### config.mk
export PLATFORM = sky130hd
export DESIGN_NAME = csa_stream_accumulator
export DESIGN_NICKNAME = d
export VERILOG_FILES = /design/src/rtl/csa_stream_accumulator.sv
export SDC_FILE = /design/constraint.sdc
export NUM_CORES = 1
export LEC_CHECK = 0
export BUFFER_PORTS_ARGS = -buffer_cell sky130_fd_sc_hd__buf_4
export CAP_MARGIN = 10
export CORE_MARGIN = 8
export CORE_UTILIZATION = 56
export CTS_BUF_LIST = sky130_fd_sc_hd__clkbuf_16
export DETAILED_ROUTE_END_ITERATION = 12
export GPL_TIMING_DRIVEN = 0
export PLACE_DENSITY = 0.84
export SYNTH_ARGS = -nofsm -noshare
export SYNTH_HDL_FRONTEND = slang
export SYNTH_SLANG_ARGS = --single-unit
### constraint.sdc
create_clock -name clk -period 9.5 [get_ports clk]
set_clock_uncertainty 0.05 [all_clocks]
set_input_delay 0.475 -clock clk [delete_from_list [all_inputs] [get_ports clk]]
set_output_delay 0.475 -clock clk [all_outputs]
set_load 0.1 [all_outputs]
### src/rtl/csa_stream_accumulator.sv
`default_nettype none
// ============================================================================
//  Module   : csa_stream_accumulator
//  Purpose  : Sums an arbitrary-length stream of operands, LANES per beat,
//             into a carry-save (sum/carry) accumulator. After the beat
//             flagged in_last, one ripple carry-propagate add resolves the
//             pair and the total is held on a valid/ready output.
//  Ports    : clk, rst          - clock, asynchronous active-high reset
//             in_valid/in_ready - input beat handshake
//             in_data           - LANES packed operands, lane i at [i*WIDTH +: WIDTH]
//             in_lane_en        - per-lane enable (disabled lane adds 0)
//             in_last           - final beat of the stream
//             out_valid/out_ready - result handshake
//             out_sum           - stream total modulo 2^ACC_W
//             out_overflow      - stream carried more than 2^BEAT_W beats
//  Options  : `define CSA_SIGNED_OPS_EN to treat operands as two's complement
//             (sign-extended to ACC_W). Default build: unsigned operands.
//  Revision : 1.0 - initial release
// ============================================================================
module csa_stream_accumulator #(
    parameter int WIDTH  = 7,
    parameter int LANES  = 4,
    parameter int BEAT_W = 4,
    parameter int ACC_W  = WIDTH + $clog2(LANES) + BEAT_W
) (
    input  logic                     clk,
    input  logic                     rst,
    input  logic                     in_valid,
    output logic                     in_ready,
    input  logic [LANES*WIDTH-1:0]   in_data,
    input  logic [LANES-1:0]         in_lane_en,
    input  logic                     in_last,
    output logic                     out_valid,
    input  logic                     out_ready,
    output logic [ACC_W-1:0]         out_sum,
    output logic                     out_overflow
);

    typedef enum logic [1:0] {
        S_IDLE    = 2'd0,
        S_ACCUM   = 2'd1,
        S_RESOLVE = 2'd2,
        S_DONE    = 2'd3
    } state_t;

    // Beat counter saturates at 2^BEAT_W, hence one extra bit.
    localparam logic [BEAT_W:0] c_BEAT_MAX = {1'b1, {BEAT_W{1'b0}}};
    localparam logic [BEAT_W:0] c_CNT_ONE  = {{BEAT_W{1'b0}}, 1'b1};

    state_t             r_state;
    logic [ACC_W-1:0]   r_acc_s;
    logic [ACC_W-1:0]   r_acc_c;
    logic [BEAT_W:0]    r_beat_cnt;
    logic               r_ovf;
    logic               r_out_valid;
    logic [ACC_W-1:0]   r_out_sum;
    logic               r_out_ovf;

    logic               w_accept;
    logic [ACC_W-1:0]   w_op  [LANES];
    logic [ACC_W-1:0]   w_s   [LANES+1];
    logic [ACC_W-1:0]   w_c   [LANES+1];
    logic [ACC_W-1:0]   w_cpa;

    // in_ready is a pure decode of state, forced low while reset is held
    // because the asynchronous reset already parks the state in IDLE.
    assign in_ready     = ((r_state == S_IDLE) || (r_state == S_ACCUM)) && !rst;
    assign w_accept     = in_valid && in_ready;
    assign out_valid    = r_out_valid;
    assign out_sum      = r_out_sum;
    assign out_overflow = r_out_ovf;

    // ------------------------------------------------------------------
    // Operand extension and lane masking
    // ------------------------------------------------------------------
    for (genvar gi = 0; gi < LANES; gi++) begin : g_lane
        logic [WIDTH-1:0] w_raw;
        assign w_raw = in_data[gi*WIDTH +: WIDTH];
`ifdef CSA_SIGNED_OPS_EN
        assign w_op[gi] = in_lane_en[gi] ? {{(ACC_W-WIDTH){w_raw[WIDTH-1]}}, w_raw}
                                         : {ACC_W{1'b0}};
`else
        assign w_op[gi] = in_lane_en[gi] ? {{(ACC_W-WIDTH){1'b0}}, w_raw}
                                         : {ACC_W{1'b0}};
`endif
    end

    // ------------------------------------------------------------------
    // Carry-save reduction: each row of full adders folds one lane into
    // the running (sum, carry) pair, so there is no carry propagation
    // anywhere in the per-beat path. The first beat of a stream (IDLE)
    // starts from a zero pair so no stale total leaks into it.
    // ------------------------------------------------------------------
    assign w_s[0] = (r_state == S_IDLE) ? {ACC_W{1'b0}} : r_acc_s;
    assign w_c[0] = (r_state == S_IDLE) ? {ACC_W{1'b0}} : r_acc_c;

    for (genvar gr = 0; gr < LANES; gr++) begin : g_csa
        logic [ACC_W-1:0] w_maj;
        assign w_maj      = (w_s[gr] & w_c[gr]) | (w_s[gr] & w_op[gr]) | (w_c[gr] & w_op[gr]);
        assign w_s[gr+1]  = w_s[gr] ^ w_c[gr] ^ w_op[gr];
        // Carries move up one weight; the bit shifted past the MSB is the
        // modulo-2^ACC_W wrap and is dropped.
        assign w_c[gr+1]  = {w_maj[ACC_W-2:0], 1'b0};
    end

    // ------------------------------------------------------------------
    // Ripple carry-propagate resolve of the registered pair. The carry out
    // of the MSB is discarded (modulo total; also the correct behaviour
    // for a two's-complement sum).
    // ------------------------------------------------------------------
    always_comb begin
        logic w_cy;
        w_cy  = 1'b0;
        w_cpa = {ACC_W{1'b0}};
        for (int i = 0; i < ACC_W; i++) begin
            w_cpa[i] = r_acc_s[i] ^ r_acc_c[i] ^ w_cy;
            w_cy     = (r_acc_s[i] & r_acc_c[i]) | (w_cy & (r_acc_s[i] ^ r_acc_c[i]));
        end
    end

    // ------------------------------------------------------------------
    // Control and datapath state
    // ------------------------------------------------------------------
    always_ff @(posedge clk or posedge rst) begin
        if (rst) begin
            r_state     <= S_IDLE;
            r_acc_s     <= {ACC_W{1'b0}};
            r_acc_c     <= {ACC_W{1'b0}};
            r_beat_cnt  <= {(BEAT_W+1){1'b0}};
            r_ovf       <= 1'b0;
            r_out_valid <= 1'b0;
            r_out_sum   <= {ACC_W{1'b0}};
            r_out_ovf   <= 1'b0;
        end else begin
            case (r_state)
                S_IDLE, S_ACCUM: begin
                    // Without an accept the accumulator simply holds, so
                    // idle gaps inside a stream are harmless.
                    if (w_accept) begin
                        r_acc_s <= w_s[LANES];
                        r_acc_c <= w_c[LANES];
                        if (r_beat_cnt == c_BEAT_MAX) begin
                            r_ovf <= 1'b1;
                        end else begin
                            r_beat_cnt <= r_beat_cnt + c_CNT_ONE;
                        end
                        r_state <= in_last ? S_RESOLVE : S_ACCUM;
                    end
                end
                S_RESOLVE: begin
                    r_out_sum   <= w_cpa;
                    r_out_ovf   <= r_ovf;
                    r_out_valid <= 1'b1;
                    r_state     <= S_DONE;
                end
                S_DONE: begin
                    if (out_ready) begin
                        r_out_valid <= 1'b0;
                        r_beat_cnt  <= {(BEAT_W+1){1'b0}};
                        r_ovf       <= 1'b0;
                        r_state     <= S_IDLE;
                    end
                end
                default: begin
                    r_state <= S_IDLE;
                end
            endcase
        end
    end

endmodule
`default_nettype wire

==> results.toml <==
[synth]
synth_warnings = 0
muxShareOfSynthArea_pct = 11.8
netlist-cell-type-count = 34
synth_simple_gate_area_share_pct = 13.4
ys_top_cells_by_count = "dfrtp_1 (48), mux2_2 (35), fa_1 (34), inv_1 (31), ha_1 (27)"
synthArstFlopShare_pct = 100
synth.yosys.seq_area_share_pct = 35.1
count_of_flip_flops_with_a_built_in_enable_after_synthesis = 0
postSynthCellCount = 288
main_combinational_cell_family_by_area_after_synthesis = "adder cells"
post-synth-top-area-cell = "dfrtp_1"
syn_area_mm2 = 0.00342
synth_top_area_share_pct = 35.1
synth.ff_latch_count = 48
syn_area_per_cell_um2 = 11.9
ys.flop_type = "dfrtp_1"
synth_fp_nets = 386
synth_compound_gate_area_share_pct = 3.15
post-synth-top-count-cell = "dfrtp_1"
fraction_of_the_mapped_netlist_area_in_adder_cells_pct = 29.8
synth_area_in_xor_xnor_pct = 1.68
ys_top_cells_by_area = "dfrtp_1 (35%), fa_1 (20%), mux2_2 (12%)"

[timing]
achievable-frequency_mhz = 192
grt_setup_unrepaired = "false"
report.final.slew_viol_count = 0
tightestPinTransition_ns = 0.536
setup_viol_count_final = 0
slew_headroom_pct = 64.2
finalWorstPathRequiredPeriod_ns = 5.22
timing.final.hold_violations = 0
setup-tns-final_ns = 0
final_min_period_over_clock_period_pct = 54.9

[critical_path]
startpoint_type = "register"
worstRegToRegCells = 16
worst_path_cell_with_the_longest_stage_delay = "fa_1"
path_buf_inv = 2
worstPathCellList = "ha_1 > fa_1 > fa_1 > fa_1 > fa_1 > fa_1 > fa_1 > fa_1 > inv_1 > fa_1 > inv_1 > fa_1 > fa_1 > xnor2_1 > xnor2_1 > mux2_2"
crit-reg2reg-capture = "out_sum[12]"
worstSetupPathType = "register to register"
critical_path.max_fanout = 3
worstReg2RegStart = "r_acc_s[1]"
cp.depth = 16
cell_family_with_the_largest_share_of_critical_path_delay = "adder cells"
crit_path_max_incr_delay_ns = 0.41
worst_ep_arrival_time_ns = 5.34
crit_path_frequent_cell = "fa_1"
end_kind = "register"
setup.reg_to_reg.worst_slack_ns = 4.28
critical_path_required_ns = 9.62

[power_and_ir_drop]
finalPower_w = 0.00138
power_per_cell_area_mw_per_mm2 = 338
vdd_drop_max_mv = 0.283
leakage_nw = 2.10

[clocking]
cts_sinks = 48
clock_pin_slew_worst_setup_and_hold_paths_ns = 0.06
cts_tree = "done"
post_cts_hold_buffer_count = 0
cts_made_buffers = 5
cts_root_buf = "clkbuf_16"
cts_htree_levels = 2
cts_buffer_depth = 2
clkLatencyLatePin_ns = 0.29
post_cts_resize_count = 0
cts_setup_buffers = 0

[routing]
drt_first_iter_violations = 65
first_pass_iters = 4
sum_of_routed_wire_length_over_all_layers_um = 6710
total_via_count_after_detailed_routing = 2246
drcViolationCount = 0
detail_route.wl_per_cell_um = 15.8
mean_number_of_vias_per_cell = 5.30
route.antenna.remaining_nets = 0

[finish]
area_overhead_vs_synth_pct = 19.6
layoutNonFillerInstCount = 424
layout-drive-gt1-share_pct = 30.4
final_nets = 446
final_core_util_pct = 69.1
insertedDiodeCount = 0

[run]
max_cap_violations = 0

[global_routing]
grt_start_max_net_pins = 26
gr-total-overflow = 0
via_count_of_the_first_global_routing_pass = 2545
grt_first_pass_wirelength_um = 11800
antenna_found_initial = 0
globalRouteTotalUtil_pct = 17.1

[placed_design]
dp_cells = 416
dp.final_hpwl_um = 5380
portbufs = 52
gp_congestion = 0.775

[status]
status = "complete, no violations"

[floorplan]
initial_core_utilization_pct = 57.8
die_wd_um = 94.2
die_height_um = 94.2
design.portCount = 53
dieArea_mm2 = 0.00887
floorplan.core_area_mm2 = 0.00592
placement_rows = 28

[worst_hold_path]
path_category_of_the_worst_min_delay_check = "primary input to async pin"
## layer usage
layer  GRT usage [%]  part of all wire (%)
met1            19.0                    40
met2            30.8                    54
met3            4.56                   4.2
met4            5.15                   1.3
met5               0                     0
## worst max path at each step
stage	from	end	slack, ns
floorplan	r_acc_s[1]	out_sum[12]	4.63
global placement	r_acc_s[1]	out_sum[12]	4.35
detailed placement	r_acc_s[1]	out_sum[12]	4.28
CTS	r_acc_s[1]	out_sum[12]	4.24
global route	r_acc_s[1]	out_sum[12]	4.09
finish	r_acc_s[1]	out_sum[12]	4.28
## metrics by stage
step / area, um^2 / hold WS [ns] / worst slack, ns
4_1_cts: 4090 / 0.214 / 4.24
2_1_floorplan: 3420 / 0.430 / 4.63
3_5_place_dp: 3930 / 0.418 / 4.28
3_3_place_gp: 3910 / 0.412 / 4.35
5_1_grt: 4090 / 0.250 / 4.09
6_report: 4090 / 0.206 / 4.28
## power breakdown
| group | switching, W | internal, W |
|---|---|---|
| Sequential | 0.0000591 | 0.000280 |
| Clock | 0.0000753 | 0.000124 |
| Combinational | 0.000513 | 0.000331 |
## state kept, by name, summed over array words and instances (netlist names)
register,count
out_overflow,1
out_sum,13
out_valid,1
r_acc_c,12
r_acc_s,13
r_beat_cnt,5
r_ovf,1
r_state,2
## kinds of logic (layout without fill, tap and decap cells)
logic type,after synthesis,in the layout
and+or+nand+nor,80,80
adders and majority gates,61,61
DFF,48,48
buffers and inverters,41,102
muxes,36,36
AOI/OAI and AO/OA,17,17
xor gates and xnor gates,5,5
## cell type report
| class | instances | area (um^2) |
|---|---|---|
| repair buffers | 53 | 410 |
| clock buffers | 5 | 125 |
| fillers | 428 | 1830 |
| clock inverters | 3 | 42.5 |
| multi-input cells | 199 | 2050 |
| well taps | 75 | 93.8 |
| plain buffers | 10 | 57.6 |
| flip-flops and latches | 48 | 1200 |
| inverters | 31 | 116 |
## layout by cell type, fill, tap and decap left out, types with 2 or more instances in the layout
cell type  Yosys  final
buf_4          2     54
dfrtp_1       48     48
mux2_2        35     35
fa_1          34     34
inv_1         31     30
ha_1          27     27
and2_1        20     20
nor2b_1       19     19
nand2_1       13     13
nor2_1        12     12
o21ai_0        6      6
clkbuf_16      0      5
buf_2          4      4
nand3_1        4      4
a21oi_1        4      4
and2b_1        4      4
clkbuf_1       3      3
and3_1         2      2
nand4_1        2      2
xor2_1         2      2
xnor2_1        2      2
(Power assumes the default switching activity.)
